--- src/rtl/uart_pkg.sv ---
// Shared UART definitions: FSM state codes, parity modes and the
// baud divider calculation used by the RX and TX blocks.
package uart_pkg;

    localparam logic [2:0] ST_IDLE      = 3'd0;
    localparam logic [2:0] ST_START     = 3'd1;
    localparam logic [2:0] ST_DATA      = 3'd2;
    localparam logic [2:0] ST_PARITY    = 3'd3;
    localparam logic [2:0] ST_STOP      = 3'd4;
    localparam logic [2:0] ST_WAIT_IDLE = 3'd5;

    localparam int PARITY_NONE = 0;
    localparam int PARITY_EVEN = 1;
    localparam int PARITY_ODD  = 2;

    // Clocks per oversampling sub-tick, rounded to nearest.
    function automatic int calc_div(input int clk_freq,
                                    input int baud,
                                    input int os);
        longint num;
        longint den;
        den = longint'(baud) * longint'(os);
        num = longint'(clk_freq) + den / 2;
        return int'(num / den);
    endfunction

endpackage

--- src/rtl/uart_baud_tick.sv ---
// Free-running sub-tick divider: one-cycle tick every DIV clocks.
// clear_i restarts the count so the phase follows an external event.
module uart_baud_tick #(
    parameter int DIV = 4
) (
    input  logic clk,
    input  logic rst,
    input  logic clear_i,
    output logic tick_o
);

    localparam int W = (DIV > 1) ? $clog2(DIV) : 1;
    localparam logic [W-1:0] LAST = W'(DIV - 1);

    logic [W-1:0] cnt_q;
    logic [W-1:0] cnt_d;

    assign tick_o = (cnt_q == LAST);

    // Next count: wrap on tick, restart on clear.
    always_comb begin
        cnt_d = cnt_q + 1'b1;
        if (clear_i || tick_o) cnt_d = '0;
    end

    // Count register.
    always_ff @(posedge clk or posedge rst) begin
        if (rst) cnt_q <= '0;
        else     cnt_q <= cnt_d;
    end

endmodule

--- src/rtl/uart_rx_os.sv ---
// Oversampling UART receiver with 3-sample majority voting,
// optional parity, 1/2 stop bits and a valid/ready output register.
module uart_rx_os
    import uart_pkg::*;
#(
    parameter int CLK_FREQ    = 50_000_000,
    parameter int BAUD        = 9600,
    parameter int OVERSAMPLE  = 16,
    parameter int DATA_BITS   = 8,
    parameter int PARITY_MODE = 0,
    parameter int STOP_BITS   = 1
) (
    input  logic                 clk,
    input  logic                 rst,
    input  logic                 rx,
    input  logic                 rx_ready,
    output logic [DATA_BITS-1:0] rx_data,
    output logic                 rx_valid,
    output logic                 parity_err,
    output logic                 frame_err,
    output logic                 overrun,
    output logic                 busy
);

    localparam int DIV = calc_div(CLK_FREQ, BAUD, OVERSAMPLE);
    localparam int MID = OVERSAMPLE / 2;
    localparam int SW  = $clog2(OVERSAMPLE);

    localparam logic [SW-1:0] SUB_M1  = SW'(MID - 1);
    localparam logic [SW-1:0] SUB_M   = SW'(MID);
    localparam logic [SW-1:0] SUB_P1  = SW'(MID + 1);
    localparam logic [SW-1:0] SUB_END = SW'(OVERSAMPLE - 1);
    localparam logic [3:0] LAST_BIT  = 4'(DATA_BITS - 1);
    localparam logic [3:0] LAST_STOP = 4'(STOP_BITS - 1);

    generate
        if (DATA_BITS < 5 || DATA_BITS > 9 ||
            OVERSAMPLE < 8 || (OVERSAMPLE % 2) != 0 ||
            STOP_BITS < 1 || STOP_BITS > 2 ||
            PARITY_MODE < 0 || PARITY_MODE > 2 ||
            DIV < 1) begin : g_bad_param
            $error("uart_rx_os: illegal parameter set");
        end
    endgenerate

    logic [1:0]           sync_q;
    logic                 rxs;
    logic                 rxs_prev_q;
    logic [2:0]           state_q, state_d;
    logic [SW-1:0]        sub_q, sub_d;
    logic [3:0]           bit_q, bit_d;
    logic                 s0_q, s0_d;
    logic                 s1_q, s1_d;
    logic [DATA_BITS-1:0] shreg_q, shreg_d;
    logic                 perr_q, perr_d;
    logic                 ferr_q, ferr_d;
    logic [DATA_BITS-1:0] data_q, data_d;
    logic                 valid_q, valid_d;
    logic                 pe_q, pe_d;
    logic                 fe_q, fe_d;
    logic                 ovr_q, ovr_d;
    logic                 tick;
    logic                 start_edge;
    logic                 maj;
    logic                 at_mid;
    logic                 at_end;
    logic                 done;
    logic                 done_fe;

    assign rxs        = sync_q[1];
    assign start_edge = (state_q == ST_IDLE) && rxs_prev_q && !rxs;
    assign maj        = (s0_q & s1_q) | (s0_q & rxs) | (s1_q & rxs);
    assign at_mid     = tick && (sub_q == SUB_P1);
    assign at_end     = tick && (sub_q == SUB_END);

    uart_baud_tick #(.DIV(DIV)) u_tick (
        .clk     (clk),
        .rst     (rst),
        .clear_i (start_edge),
        .tick_o  (tick)
    );

    // Receive FSM, sub-tick sampling and frame status.
    always_comb begin
        state_d = state_q;
        sub_d   = sub_q;
        bit_d   = bit_q;
        s0_d    = s0_q;
        s1_d    = s1_q;
        shreg_d = shreg_q;
        perr_d  = perr_q;
        ferr_d  = ferr_q;
        done    = 1'b0;
        done_fe = ferr_q;
        if (tick && state_q != ST_IDLE) begin
            sub_d = (sub_q == SUB_END) ? '0 : sub_q + 1'b1;
            if (sub_q == SUB_M1) s0_d = rxs;
            if (sub_q == SUB_M)  s1_d = rxs;
        end
        case (state_q)
            ST_IDLE: begin
                if (start_edge) begin
                    state_d = ST_START;
                    sub_d   = '0;
                    bit_d   = '0;
                    perr_d  = 1'b0;
                    ferr_d  = 1'b0;
                end
            end
            ST_START: begin
                if (at_mid && maj) begin
                    state_d = ST_IDLE;
                end else if (at_end) begin
                    state_d = ST_DATA;
                    bit_d   = '0;
                end
            end
            ST_DATA: begin
                if (at_mid) shreg_d = {maj, shreg_q[DATA_BITS-1:1]};
                if (at_end) begin
                    if (bit_q == LAST_BIT) begin
                        bit_d   = '0;
                        state_d = (PARITY_MODE != PARITY_NONE) ?
                                  ST_PARITY : ST_STOP;
                    end else begin
                        bit_d = bit_q + 1'b1;
                    end
                end
            end
            ST_PARITY: begin
                if (at_mid) begin
                    if (PARITY_MODE == PARITY_ODD)
                        perr_d = ~(^shreg_q ^ maj);
                    else
                        perr_d = ^shreg_q ^ maj;
                end
                if (at_end) state_d = ST_STOP;
            end
            ST_STOP: begin
                if (at_mid) begin
                    if (!maj) ferr_d = 1'b1;
                    if (bit_q == LAST_STOP) begin
                        done    = 1'b1;
                        done_fe = ferr_q | ~maj;
                        sub_d   = '0;
                        bit_d   = '0;
                        state_d = maj ? ST_IDLE : ST_WAIT_IDLE;
                    end
                end else if (at_end) begin
                    bit_d = bit_q + 1'b1;
                end
            end
            ST_WAIT_IDLE: begin
                if (rxs) state_d = ST_IDLE;
            end
            default: state_d = ST_IDLE;
        endcase
    end

    // Output register: load on completion, drop and flag on overrun.
    always_comb begin
        data_d  = data_q;
        valid_d = valid_q;
        pe_d    = pe_q;
        fe_d    = fe_q;
        ovr_d   = 1'b0;
        if (done) begin
            if (!valid_q || rx_ready) begin
                data_d  = shreg_q;
                pe_d    = perr_q;
                fe_d    = done_fe;
                valid_d = 1'b1;
            end else begin
                ovr_d = 1'b1;
            end
        end else if (valid_q && rx_ready) begin
            valid_d = 1'b0;
        end
    end

    // State registers; synchroniser idles high.
    always_ff @(posedge clk or posedge rst) begin
        if (rst) begin
            sync_q     <= 2'b11;
            rxs_prev_q <= 1'b1;
            state_q    <= ST_IDLE;
            sub_q      <= '0;
            bit_q      <= '0;
            s0_q       <= 1'b1;
            s1_q       <= 1'b1;
            shreg_q    <= '0;
            perr_q     <= 1'b0;
            ferr_q     <= 1'b0;
            data_q     <= '0;
            valid_q    <= 1'b0;
            pe_q       <= 1'b0;
            fe_q       <= 1'b0;
            ovr_q      <= 1'b0;
        end else begin
            sync_q     <= {sync_q[0], rx};
            rxs_prev_q <= rxs;
            state_q    <= state_d;
            sub_q      <= sub_d;
            bit_q      <= bit_d;
            s0_q       <= s0_d;
            s1_q       <= s1_d;
            shreg_q    <= shreg_d;
            perr_q     <= perr_d;
            ferr_q     <= ferr_d;
            data_q     <= data_d;
            valid_q    <= valid_d;
            pe_q       <= pe_d;
            fe_q       <= fe_d;
            ovr_q      <= ovr_d;
        end
    end

    assign rx_data    = data_q;
    assign rx_valid   = valid_q;
    assign parity_err = pe_q;
    assign frame_err  = fe_q;
    assign overrun    = ovr_q;
    assign busy       = (state_q != ST_IDLE);

endmodule

--- config.mk ---
export PLATFORM = sky130hd
export DESIGN_NAME = uart_rx_os
export DESIGN_NICKNAME = d
export VERILOG_FILES = /design/src/rtl/uart_pkg.sv /design/src/rtl/uart_baud_tick.sv /design/src/rtl/uart_rx_os.sv
export SDC_FILE = /design/constraint.sdc
export NUM_CORES = 1
export LEC_CHECK = 0
export ABC_AREA = 1
export BUFFER_PORTS_ARGS = -buffer_cell sky130_fd_sc_hd__buf_2
export CORE_ASPECT_RATIO = 0.75
export CORE_UTILIZATION = 50
export DETAILED_ROUTE_END_ITERATION = 10
export PLACE_DENSITY = 0.68
export SYNTH_ARGS = -nofsm -noshare
export SYNTH_HDL_FRONTEND = slang
export SYNTH_SLANG_ARGS = --single-unit
export TNS_END_PERCENT = 5
--- constraint.sdc ---
create_clock -name clk -period 3.5 [get_ports clk]
set_input_delay 0.35 -clock clk [delete_from_list [all_inputs] [get_ports clk]]
set_output_delay 0.35 -clock clk [all_outputs]
set_load 0.01 [all_outputs]
# After elaboration in Yosys (flattened, before gate mapping)
# Index checks and enable logic that the tools add are counted.
# classes
reduce_logical	28
n_bitwise	8
n_eq_ne	26
div	0
shifts	0
addsub	3
n_lt_le_gt_ge	0
n_mul	0
mux	44
# op_table
operator	n
$mux 4	13
$mux 3	10
$ne 2x2->1 const B	10
$pmux 3 s6	1
$pmux 4 s4	1
$mux 1	15
$eq 4x4->1 const B	3
$reduce_and 2->1	5
$add 9x1->9 const B	1
$eq 9x9->1 const B	1
$mux 9	1
$ne 3x3->1 const B	3
$add 4x1->4 const B	2
$eq 4x3->1 const B	2
$pmux 4 s2	1
$reduce_and 8->1	1
$reduce_xor 8->1	1
$logic_and 1x1->1	7
$reduce_and 7->1	1
$eq 3x2->1 const B	2
$eq 3x3->1 const B	2
$reduce_bool 2->1	3
$logic_not 4->1	1
$ne 2x1->1 const B	2
13 further kinds	20
# word_totals
mem_count	0
inputBits	4
elab_cells	125
mem_bits_ro	0
out_inout_bits	13
ram_bits	0
latch_bits	0
reg_bits	47

# Depth between registers and ports, before layout
# logic_depth
ltp_word	8
depth_mapped	11
mapped_depth_nobuf	11

# Hierarchy
# A second synthesis with hierarchy kept.
# unflattened
cells_unflattened	338
hier_area_um2	2613.8
# modules_own_cells
mod	cells_per_inst	seq_area_each_um2	area_per_inst_um2	instances
uart_rx_os	263	957.2	2057.0	1
uart_baud_tick	75	225.2	556.8	1

# Least setup slack after synthesis
# No wires, ideal clock.
# synth_path
path_kind	reg2reg
start	register sub_q[1]
end	register data_q[1], in the netlist rx_data[1]
path_stages_with_launch	11
n_path_buf	1
arrival_ns	1.406
t_required_ns	3.383
synth_period_minus_slack_ns	1.523
setup_slack_ns	1.977
setup_time_ns	0.117
path_cell_list	dfrtp_1 > inv_1 > ha_1 > inv_1 > nor2_4 > nand3_4 > nor2_4 > nand3_4 > buf_6 > nand2_2 > o21ai_2
# synth_via
elab_chain_len	5
# synth_rtl
item	line	text
from (decl)	uart_rx_os.sv:50	logic [SW-1:0] sub_q, sub_d;
from (signal assigned)	uart_rx_os.sv:203	sub_q <= sub_d;
$eq 4x4->1	uart_rx_os.sv:73	assign at_mid = tick && (sub_q == SUB_P1);
$logic_and 1x1->1	uart_rx_os.sv:73	
$mux 1	uart_rx_os.sv:140	if (at_mid) begin
$mux 1	uart_rx_os.sv:100	case (state_q)
$reduce_and 2->1 (no line)	--	
to (signal assigned)	uart_rx_os.sv:210	data_q <= data_d;
to (decl)	uart_rx_os.sv:57	logic [DATA_BITS-1:0] data_q, data_d;
# Every way passes these cells.
# A chain may end at the register's enable or synchronous reset.

# Worst setup path after layout
# layout_path
start	register state_q[1]
end	output port busy
# layout_via
elab_chain_len	1
# layout_rtl
item	line	text
from (decl)	uart_rx_os.sv:49	logic [2:0] state_q, state_d;
from (signal assigned)	uart_rx_os.sv:202	state_q <= state_d;
$reduce_bool 3->1	uart_rx_os.sv:223	assign busy = (state_q != ST_IDLE);
to (decl)	uart_rx_os.sv:22	output logic busy
# Every way passes these cells.

==> Flow_metrics.wiki <==
{| class="wikitable"
! Metric !! Value
|-
| Hold-fix buffers, CTS || 0
|-
| Total wire length after detailed routing || 4880 um
|-
| Estimated wirelength of the detail-placed design || 3660 um
|-
| Relative max-transition margin || 0.369
|-
| Number of gates resized after CTS || 0
|-
| Sequential-to-total area share from yosys stat || 0.436
|-
| Worst flop-to-flop path endpoint || rx_data[4]$_DFFE_PP0P_
|-
| Post-synthesis register bit count || 47
|-
| Core ar. || 5040 um^2
|-
| Post-route clock period utilization || 0.501
|-
| Max incr delay on CP || 440 ps
|-
| Run status || finished, final reports clean
|-
| Final Instance Area || 2970 um^2
|-
| Height of the chip || 65.8 um
|-
| R2R depth || 9
|-
| Fraction of final layout cells sized beyond drive strength 1 || 0.242
|-
| Clock tree from TritonCTS || yes
|-
| Fmax achieved || 571 MHz
|-
| Top flip-flop cell by instance count after synthesis || dfrtp_1
|-
| Most common cell type on the critical path || inv_2
|-
| Total routing resource utilization after global routing || 0.197
|-
| Worst skew pair latency || 300 ps
|-
| Total number of vias || 2017
|-
| Cell depth of the worst min-delay path || 1
|-
| Effective utilization at floorplan || 0.538
|-
| Number of global-route vias before repair || 1806
|-
| Post-synthesis instance total || 321
|-
| Accumulated negative setup slack || 0 ps
|-
| IO Count || 17
|-
| Number of remaining DRC errors || 0
|-
| Crit path max-delay cell type || dfrtp_1
|-
| Input/output buffers || 16
|-
| Hold_sp || rx
|-
| Synth Net Count || 332
|-
| Number of antenna violations at the first check in global routing || 0
|-
| Remaining global-route overflow || 0
|-
| Reg-to-reg startpoint || sub_q[1]$_DFF_PP0_
|-
| Routability Congestion || 0.875
|-
| Max-capacitance violation count || 0
|-
| WP data arrival || 1400 ps
|-
| Clock root buffer master || clkbuf_8
|-
| Power density normalized to cell area || 579 nW/um^2
|-
| Average detailed-routed wire length per instance || 11.8 um
|-
| Critical Path Start Type || flip-flop
|-
| Unrepaired setup endpoints after global routing || no
|-
| Area share of the largest cell type after synthesis || 0.388
|-
| Combined area of all synthesized cells || 2710 um^2
|-
| Number of sinks driven by the clock tree || 47
|-
| Series of cell instances along the critical path || inv_2 > nand2_4 > nor2_4 > inv_2 > buf_2
|-
| Number of clock buffers inserted by TritonCTS || 5
|-
| Placed inst area || 2860 um^2
|-
| Final setup violating endpoints || 0
|-
| Async SR Flop Fraction || 1.00
|-
| Signed area change from the synthesized netlist to the final layout || 9.70%
|-
| Number of DRC markers in iteration 0 || 112
|-
| Critical path capture point type || output port
|-
| Average size of a mapped cell || 8.44 um^2
|-
| Antenna Violating Nets Remaining || 0
|-
| Overall die area || 5720 um^2
|-
| # rows || 22
|-
| Static leakage || 0.00146 uW
|-
| Pins over their slew limit || 0
|-
| Total number of yosys warnings || 0
|-
| Number of enable flip-flop cells after synthesis || 0
|-
| Instance count after placement with tap cells included || 407
|-
| Data required time of the worst path || 3150 ps
|-
| First-pass detailed-route iteration total || 4
|-
| Post-CTS repair timing setup buffer count || 0
|-
| Type of the most critical hold path || in -> reg
|-
| Max IR drop VDD || 0.367 mV
|-
| Maximum number of pins on one net before global-route repair || 48
|-
| Width of the die || 87.0 um
|-
| Class of the most critical setup path || reg -> out
|-
| Per-cell via count in the routed design || 4.86
|-
| Deepest clock path buffer count || 2
|-
| Minimum clock period || 1750 ps
|-
| Global-route wire length before repair || 8630 um
|-
| Endpoint with the worst hold slack || sync_q[0]$_DFF_PP1_
|-
| CTS H-tree lvls || 2
|-
| Number of antenna diodes || 0
|-
| CP Max Fanout || 5
|-
| Post-layout instance count excluding filler cells || 415
|-
| Measured slew at the worst slew-check pin || 946 ps
|-
| Worst reg-to-reg setup slack || 1800 ps
|-
| Cell types occupying the most area after synthesis || dfrtp_1 (39%), nand2_1 (12%), inv_1 (5.3%), dfstp_2 (4.8%), nand3_1 (3.5%)
|-
| Worst-path clk slew || 90 ps
|-
| Count of distinct cell types in the synthesized netlist || 34
|-
| Library cell occupying the most area in the post-synthesis netlist || dfrtp_1
|-
| Nets || 353
|-
| Final hold viol count || 0
|-
| Skew final || 9.05 ps
|}
where the power goes:
part	internal, uW	switching, uW
Clock	215	186
Combinational	217	433
Sequential	602	67.3
Total	1030	686
worst max path at each step:
stage	from	endpoint	slack (ps)	cells past startpoint
detailed placement	sub_q[1]$_DFF_PP0_	rx_data[2]$_DFFE_PP0P_	1800	9
CTS	state_q[1]$_DFFE_PP0P_	busy	1730	5
global placement	sub_q[1]$_DFF_PP0_	rx_data[2]$_DFFE_PP0P_	1840	9
global route	sub_q[0]$_DFF_PP0_	bit_q[1]$_DFFE_PP0P_	1600	10
finish	state_q[1]$_DFFE_PP0P_	busy	1750	5
floorplan	sub_q[1]$_DFF_PP0_	rx_data[1]$_DFFE_PP0P_	1980	10
state kept, by name, indices dropped and copies added, names as in the netlist, 2 cells and up:
name	cells
state_q	3
sub_q	4
shreg_q	8
sync_q	2
bit_q	4
rx_data	8
u_tick.cnt_q	9
Yosys cell counts (3+ instances only):
master and count:
a21oi_1 7, dfrtp_1 42, dfstp_2 5, ha_1 7
inv_1 38, inv_2 11, nand2_1 84, nand2_2 6
nand2_4 5, nand3_1 19, nand3_2 3, nand4_1 6
nor2_1 20, nor2_2 3, nor2_4 8, nor3_1 7
o211ai_1 4, o21ai_0 9, o21ai_1 5, o21ai_2 8
xnor2_1 4, xor2_1 4
worst max-delay path, delay by kind of cell (launching register included):
family	cells	cell delay, ps
AND/OR/NAND/NOR	2	280
flip-flops	1	440
buffers and inverters	3	390
layout make-up:
type	instances	area, um^2
clock buffer	5	68.8
clock inverter	3	46.3
fill	459	2060
inverter	49	184
multi-input combinational	223	1320
sequential	47	1180
tap	72	90.1
timing repair buffer	16	80.1
routing by layer:
| metal | global-route usage | part of all wire |
|---|---|---|
| met1 | 0.305 | 0.54 |
| met4 | 0.0375 | 0.0055 |
| met2 | 0.282 | 0.43 |
| met5 | 0 | 0 |
| met3 | 0.0415 | 0.030 |
stage by stage:
step                      hold slack, ps  power (uW)  utilization  worst slack (ps)
after floorplan                      345        1200            -              1980
after global placement               346        1320        0.567              1840
after detailed placement             348        1320        0.567              1800
after CTS                            142        1740        0.590              1730
after global routing                 137        1840        0.590              1600
final                                149        1720        0.590              1750
cell families (layout without fill, tap and decap cells):
logic type / count (synthesis) / count (layout) / synth area share
AND/OR/NAND/NOR: 172 / 172 / 0.343
buffers and inverters: 51 / 73 / 0.0762
flip-flops: 47 / 47 / 0.436
AO/OA/AOI/OAI: 36 / 36 / 0.0868
XOR/XNOR: 8 / 8 / 0.0259
adder cells (fa/ha/maj): 7 / 7 / 0.0323
cell usage in the layout, fill, tap and decap left out, types with 8 or more instances in the layout:
master and count:
buf_2 16, dfrtp_1 42, inv_1 37, inv_2 12, nand2_1 84, nand3_1 19, nor2_1 20, nor2_4 8
o21ai_0 9, o21ai_2 8
No activity file was read; power rests on OpenSTA's default activity.
